**config.mk**
```make
export PLATFORM = sky130hd
export DESIGN_NAME = param_accumulator_harvard_cpu
export DESIGN_NICKNAME = d
export VERILOG_FILES = /design/src/rtl/param_accumulator_harvard_cpu.sv
export SDC_FILE = /design/constraint.sdc
export NUM_CORES = 1
export LEC_CHECK = 0
export CORE_UTILIZATION = 51
export DETAILED_ROUTE_END_ITERATION = 10
export MAX_ROUTING_LAYER = met4
export PLACE_DENSITY = 0.76
export SLEW_MARGIN = 10
export SYNTH_ARGS = -nofsm -noshare
export SYNTH_HDL_FRONTEND = slang
export SYNTH_SLANG_ARGS = --single-unit
```
**constraint.sdc**
```tcl
create_clock -name clk -period 2.2 [get_ports clk]
set_input_delay 0.44 -clock clk [delete_from_list [all_inputs] [get_ports clk]]
set_output_delay 0.44 -clock clk [all_outputs]
set_load 0.02 [all_outputs]
```
**src/rtl/param_accumulator_harvard_cpu.sv**
```systemverilog
// -----------------------------------------------------------------------------
// param_accumulator_harvard_cpu
//
// Parametrised accumulator CPU with Harvard memories: the instruction ROM is
// indexed by program_counter and the data RAM is accessed via
// address_out/data_out/data_in with a mem_ready stall handshake. The core has
// a hardware return stack for CALL/RET, and a stack overflow or underflow
// freezes the core in a fault state.
//
// Parameters : DATA_W (acc/data/address width), PC_W (pc width),
//              STACK_DEPTH (return-stack entries, >= 1)
// Ports      : clk, reset (async, active low)
//              instruction  - {opcode[3:0], field[FW-1:0]} from ROM
//              data_in      - RAM read data, mem_ready - RAM handshake
//              data_out     - accumulator, address_out - field[DATA_W-1:0]
//              mem_req      - memory opcode in RUN, write_to_memory - STA in RUN
//              program_counter, halted, fault
// Optional   : define ACC_CPU_RETIRED_COUNT_EN to add a saturating 16-bit
//              retired_count output.
// -----------------------------------------------------------------------------
module param_accumulator_harvard_cpu #(
    parameter int  DATA_W      = 8,
    parameter int  PC_W        = 8,
    parameter int  STACK_DEPTH = 4,
    localparam int FW          = (DATA_W > PC_W) ? DATA_W : PC_W,
    localparam int INSTR_W     = 4 + FW
) (
    input  logic               clk,
    input  logic               reset,
    input  logic [INSTR_W-1:0] instruction,
    input  logic [DATA_W-1:0]  data_in,
    input  logic               mem_ready,
    output logic [DATA_W-1:0]  data_out,
    output logic [DATA_W-1:0]  address_out,
    output logic               mem_req,
    output logic               write_to_memory,
    output logic [PC_W-1:0]    program_counter,
    output logic               halted,
    output logic               fault
`ifdef ACC_CPU_RETIRED_COUNT_EN
    ,
    output logic [15:0]        retired_count
`endif
);
    localparam int              SP_W    = $clog2(STACK_DEPTH + 1);
    localparam logic [SP_W-1:0] SP_FULL = SP_W'(STACK_DEPTH);

    typedef enum logic [1:0] {S_RUN, S_HALT, S_FAULT} state_t;

    state_t            state, state_n;
    logic [DATA_W-1:0] acc, acc_n;
    logic              carry, carry_n;
    logic [PC_W-1:0]   pc_n, pc_inc, target;
    logic [SP_W-1:0]   sp, sp_n;
    // Sized to the full sp range so sp indexes it without truncation;
    // entries at STACK_DEPTH and above are never written.
    logic [PC_W-1:0]   stack [0:(1<<SP_W)-1];
    logic [3:0]        op;
    logic [FW-1:0]     fld;
    logic [DATA_W-1:0] operand, addend;
    logic [DATA_W:0]   sum;
    logic              is_mem, stall, push, retire;

    // Decode and data-RAM handshake
    always_comb begin
        op              = instruction[INSTR_W-1 -: 4];
        fld             = instruction[FW-1:0];
        target          = fld[PC_W-1:0];
        // Even opcodes up to 8 (STA, LDA/ADC/SBC/NOR m) read or write RAM
        is_mem          = !op[0] && (op <= 4'h8);
        mem_req         = (state == S_RUN) && is_mem;
        write_to_memory = mem_req && (op == 4'h0);
        stall           = mem_req && !mem_ready;
        operand         = op[0] ? fld[DATA_W-1:0] : data_in;
        // SBC is ADC of the inverted operand; carry=1 means no borrow
        addend          = (op[3:1] == 3'b011) ? ~operand : operand;
        sum             = {1'b0, acc} + {1'b0, addend} + {{DATA_W{1'b0}}, carry};
        pc_inc          = program_counter + PC_W'(1);
    end

    assign data_out    = acc;
    assign address_out = fld[DATA_W-1:0];

    // Next state; a stalled or non-RUN cycle leaves everything as it is
    always_comb begin
        acc_n   = acc;
        carry_n = carry;
        pc_n    = program_counter;
        sp_n    = sp;
        state_n = state;
        push    = 1'b0;
        retire  = 1'b0;
        if (state == S_RUN && !stall) begin
            retire = 1'b1;
            pc_n   = pc_inc;
            case (op)
                4'h1: begin
                    state_n = S_HALT;
                    pc_n    = program_counter;
                    retire  = 1'b0;
                end
                4'h2, 4'h3:             acc_n = operand;
                4'h4, 4'h5, 4'h6, 4'h7: {carry_n, acc_n} = sum;
                4'h8, 4'h9:             acc_n = ~(acc | operand);
                4'hA:                   carry_n = fld[0];
                4'hB: if (acc != '0)    pc_n = target;
                4'hC: if (!carry)       pc_n = target;
                4'hD:                   pc_n = target;
                4'hE: begin
                    if (sp == SP_FULL) begin
                        state_n = S_FAULT;
                        pc_n    = program_counter;
                        retire  = 1'b0;
                    end else begin
                        push = 1'b1;
                        sp_n = sp + SP_W'(1);
                        pc_n = target;
                    end
                end
                4'hF: begin
                    if (sp == '0) begin
                        state_n = S_FAULT;
                        pc_n    = program_counter;
                        retire  = 1'b0;
                    end else begin
                        sp_n = sp - SP_W'(1);
                        pc_n = stack[sp - SP_W'(1)];
                    end
                end
                default: ;  // STA: the RAM takes data_out on this edge
            endcase
        end
    end

    always_ff @(posedge clk or negedge reset) begin
        if (!reset) begin
            state           <= S_RUN;
            acc             <= '0;
            carry           <= 1'b0;
            program_counter <= '0;
            sp              <= '0;
            halted          <= 1'b0;
            fault           <= 1'b0;
        end else begin
            state           <= state_n;
            acc             <= acc_n;
            carry           <= carry_n;
            program_counter <= pc_n;
            sp              <= sp_n;
            halted          <= (state_n != S_RUN);
            fault           <= (state_n == S_FAULT);
        end
    end

    // Stack contents are don't-care after reset, so no reset here
    always_ff @(posedge clk) begin
        if (push) stack[sp] <= pc_inc;
    end

`ifdef ACC_CPU_RETIRED_COUNT_EN
    always_ff @(posedge clk or negedge reset) begin
        if (!reset)
            retired_count <= '0;
        else if (retire && retired_count != 16'hFFFF)
            retired_count <= retired_count + 16'd1;
    end
`endif

endmodule

```
==> summary.md <==
| Metric | Value |
|---|---|
| Post-route ant nets | `0` |
| #FFs+latches synth | `88` |
| Crit-path cells | `buf_8, mux2i_1, buf_4, xnor2_4, fa_2, inv_2, fa_2, a21oi_4, o21ai_2, o31a_1, nor4_2, o41ai_2` |
| Synth unique cells | `56` |
| Nets@finish | `521` |
| DP Worst Slack | `-0.8581 ns` |
| IO Pins | `51` |
| CTS tree | `built` |
| Clock Latency Late Sink | `0.36 ns` |
| DRT Pass-1 Iters | `7` |
| Fmax | `0.4517 GHz` |
| CTS buffer count | `9` |
| Worst R2R Start | `data_out[0]` |
| Critical path class | `in -> reg` |
| Post-synthesis sequential area ratio | `53.50%` |
| Peak VDD IR | `1036 uV` |
| Synthesized area | `4715 sq um` |
| Crit-path slowest cell | `fa_2` |
| RSZ-0062 raised after global routing | `yes` |
| CTS H-tree lvls | `3` |
| Hold WC Path Type | `in -> async` |
| Worst r2r path cells | `9` |
| Die height | `98.15 microns` |
| Top FF cell, synth | `edfxtp_1` |
| Die X | `98.15 microns` |
| Core area | `8848 sq um` |
| Worst relative slew slack | `40.92%` |
| Period Utilization, post-route | `100.6%` |
| Final Max Slew Viols | `0` |
| Global route overflow | `0` |
| R2R setup slack | `0.04 ns` |
| DRC Markers | `5` |
| Final Worst Setup Slack | `-0.01386 ns` |
| Maximum fanout along the worst path | `2` |
| Drt via density | `5.774` |
| Worst Path Required | `2.44 ns` |
| EDFF count, synth | `64` |
| Pwr dens | `1196 nW/um^2` |
| Final Wtd Congestion | `0.8384` |
| Final core occ | `70.31%` |
| Failing checks | `DRC, setup timing` |
| Synth async-reset ratio | `27.27%` |
| Leak pwr | `2.386 nW` |
| R2R Path End | `carry` |
| Commonest non-fill, non-tap cells in the layout | `buf_4 (79), edfxtp_1 (64), nor2_1 (38), clkdlybuf4s50_1 (38), nand2_1 (24)` |
| Final Hold Fails | `0` |
| Vias in the first global route | `3618` |
| Gr usage total | `25.63%` |
| Fin crit period | `2.214 ns` |
| Final setup fails | `1` |
| WL final | `11280 microns` |
| Syn Nets | `400` |
| Worst-path clk slew | `0.10 ns` |
| First DRT Iteration DRCs | `159` |
| Initial antenna violation count | `0` |
| Root Driver | `clkbuf_8` |
| Initial Utilization | `53.28%` |
| Commonest non-fill, non-tap cell in the layout | `buf_4` |
| Setup crit end kind | `flop` |
| Status | `finished with violations` |
| Vias | `3447` |
| CTS sink cnt | `88` |
| Max Root-Sink Buffers | `2` |
| Port Buf Inserts | `50` |
| Final Skew | `0.01604 ns` |
| Standard-cell rows | `34` |
| DR WL/cell | `18.90 microns` |
| First-pass GRT wire length | `18150 microns` |
| Slew @ Worst Pin | `0.8799 ns` |
| CP arrival | `2.45 ns` |
| Max-cap viol count | `0` |
| Antenna diodes | `0` |
| Share of cells above drive strength 1 | `34.15%` |
| Detailed placement HPWL | `8197 microns` |
| Synth Warn # | `0` |
| # hold bufs at CTS | `0` |
| Largest net degree at the start of global routing | `25` |
| Syn avg cell area | `12.99 sq um` |
| Full die area | `9632 sq um` |
| Area Overhead vs Synth | `31.95%` |
| Startpoint types | `input pin` |
| Slowest Stage Delay on Critical Path | `0.42 ns` |
| Most used cell, CP | `fa_2` |
| Synth Instances | `363` |
-- sequential cells by signal (all words and copies together), names as in the netlist --
name / flops
data_out: 8
carry: 1
sp: 3
program_counter: 8
state: 2
fault: 1
halted: 1
stack: 64
-- repair_timing --
item	4_1_cts	5_1_grt
pin swaps	9	16
hold endpoints to repair	0	0
gates resized for setup	36	17
cloned	0	0
endpoints found under the setup margin	43	7
setup buffers	4	7
-- cells in the mapped netlist, types with 4 or more instances --
cell type / number / area (sq um)
edfxtp_1: 64 / 1922
nor2_1: 38 / 142.6
nand2_1: 26 / 97.59
dfrtp_1: 24 / 600.6
nand3_1: 21 / 105.1
a21oi_1: 16 / 80.08
mux4_2: 16 / 360.4
ha_1: 12 / 150.1
xnor2_1: 12 / 105.1
buf_4: 11 / 82.58
inv_1: 10 / 37.54
xor2_1: 10 / 87.58
mux2i_1: 9 / 90.09
a221oi_2: 8 / 120.1
nor3_1: 8 / 40.04
buf_2: 6 / 30.03
o21ai_0: 6 / 30.03
buf_6: 5 / 56.30
nand2b_1: 4 / 25.02
-- kinds of logic after synthesis --
logic type,synth area share [%]
simple gates,13.00
flops,53.50
compound gates,10.46
buf+inv,4.538
mux,10.03
xor+xnor,4.432
fa+ha+maj,4.034
-- how the worst max path moves through the flow --
| stage | startpoint | depth (start not counted) | endpoint |
|---|---|---|---|
| CTS | instruction[8] | 12 | carry |
| global route | instruction[8] | 12 | carry |
| detailed placement | instruction[8] | 10 | carry |
| global placement | instruction[8] | 10 | carry |
| finish | instruction[8] | 12 | carry |
| floorplan | instruction[10] | 13 | carry |
-- layer usage --
metal	vias to the layer above	track usage [%]	share of wire, %
met4	0	12.28	4.3
met3	41	4.868	4.7
met2	112	42.31	50
met1	1686	30.40	41
met5	-	-	0
li1	1608	-	-
-- per-stage QoR --
| stage | hold WS, ns | instances | total power [mW] | area [sq um] | TNS, ns |
|---|---|---|---|---|---|
| after floorplan | 0.1444 | 363 | 4.830 | 4821 | -0.9946 |
| after global placement | 0.4595 | 572 | 6.028 | 5872 | -32.02 |
| after detailed placement | 0.4686 | 572 | 6.124 | 5872 | -33.66 |
| after CTS | 0.4540 | 591 | 7.332 | 6132 | -0.3133 |
| after global routing | 0.4715 | 597 | 7.830 | 6221 | -0.1521 |
| final | 0.4489 | 597 | 7.442 | 6221 | -0.01386 |
-- worst max-delay path, delay by kind of cell --
family | cells | cell delay, ns
AOI/OAI and AO/OA | 4 | 0.59
and+or+nand+nor | 1 | 0.19
adders and majority gates | 2 | 0.66
xor gates and xnor gates | 1 | 0.11
muxes | 1 | 0.17
buffers and inverters | 3 | 0.29
-- report_power, final --
part	switching, mW	internal (mW)	total, mW
combinational	1.94	1.80	3.74
clock	0.602	0.544	1.15
sequential	0.277	2.28	2.56
-- layout make-up --
cell class,instances,area [sq um]
Clock buffer,10,127.6
Clock inverter,6,75.07
Fill cell,588,2628
Inverter,10,37.54
Multi-Input combinational cell,241,2141
Sequential cell,88,2524
Tap cell,108,135.1
Timing Repair Buffer,134,1181
Note: power is estimated with default switching activity, not from simulation.
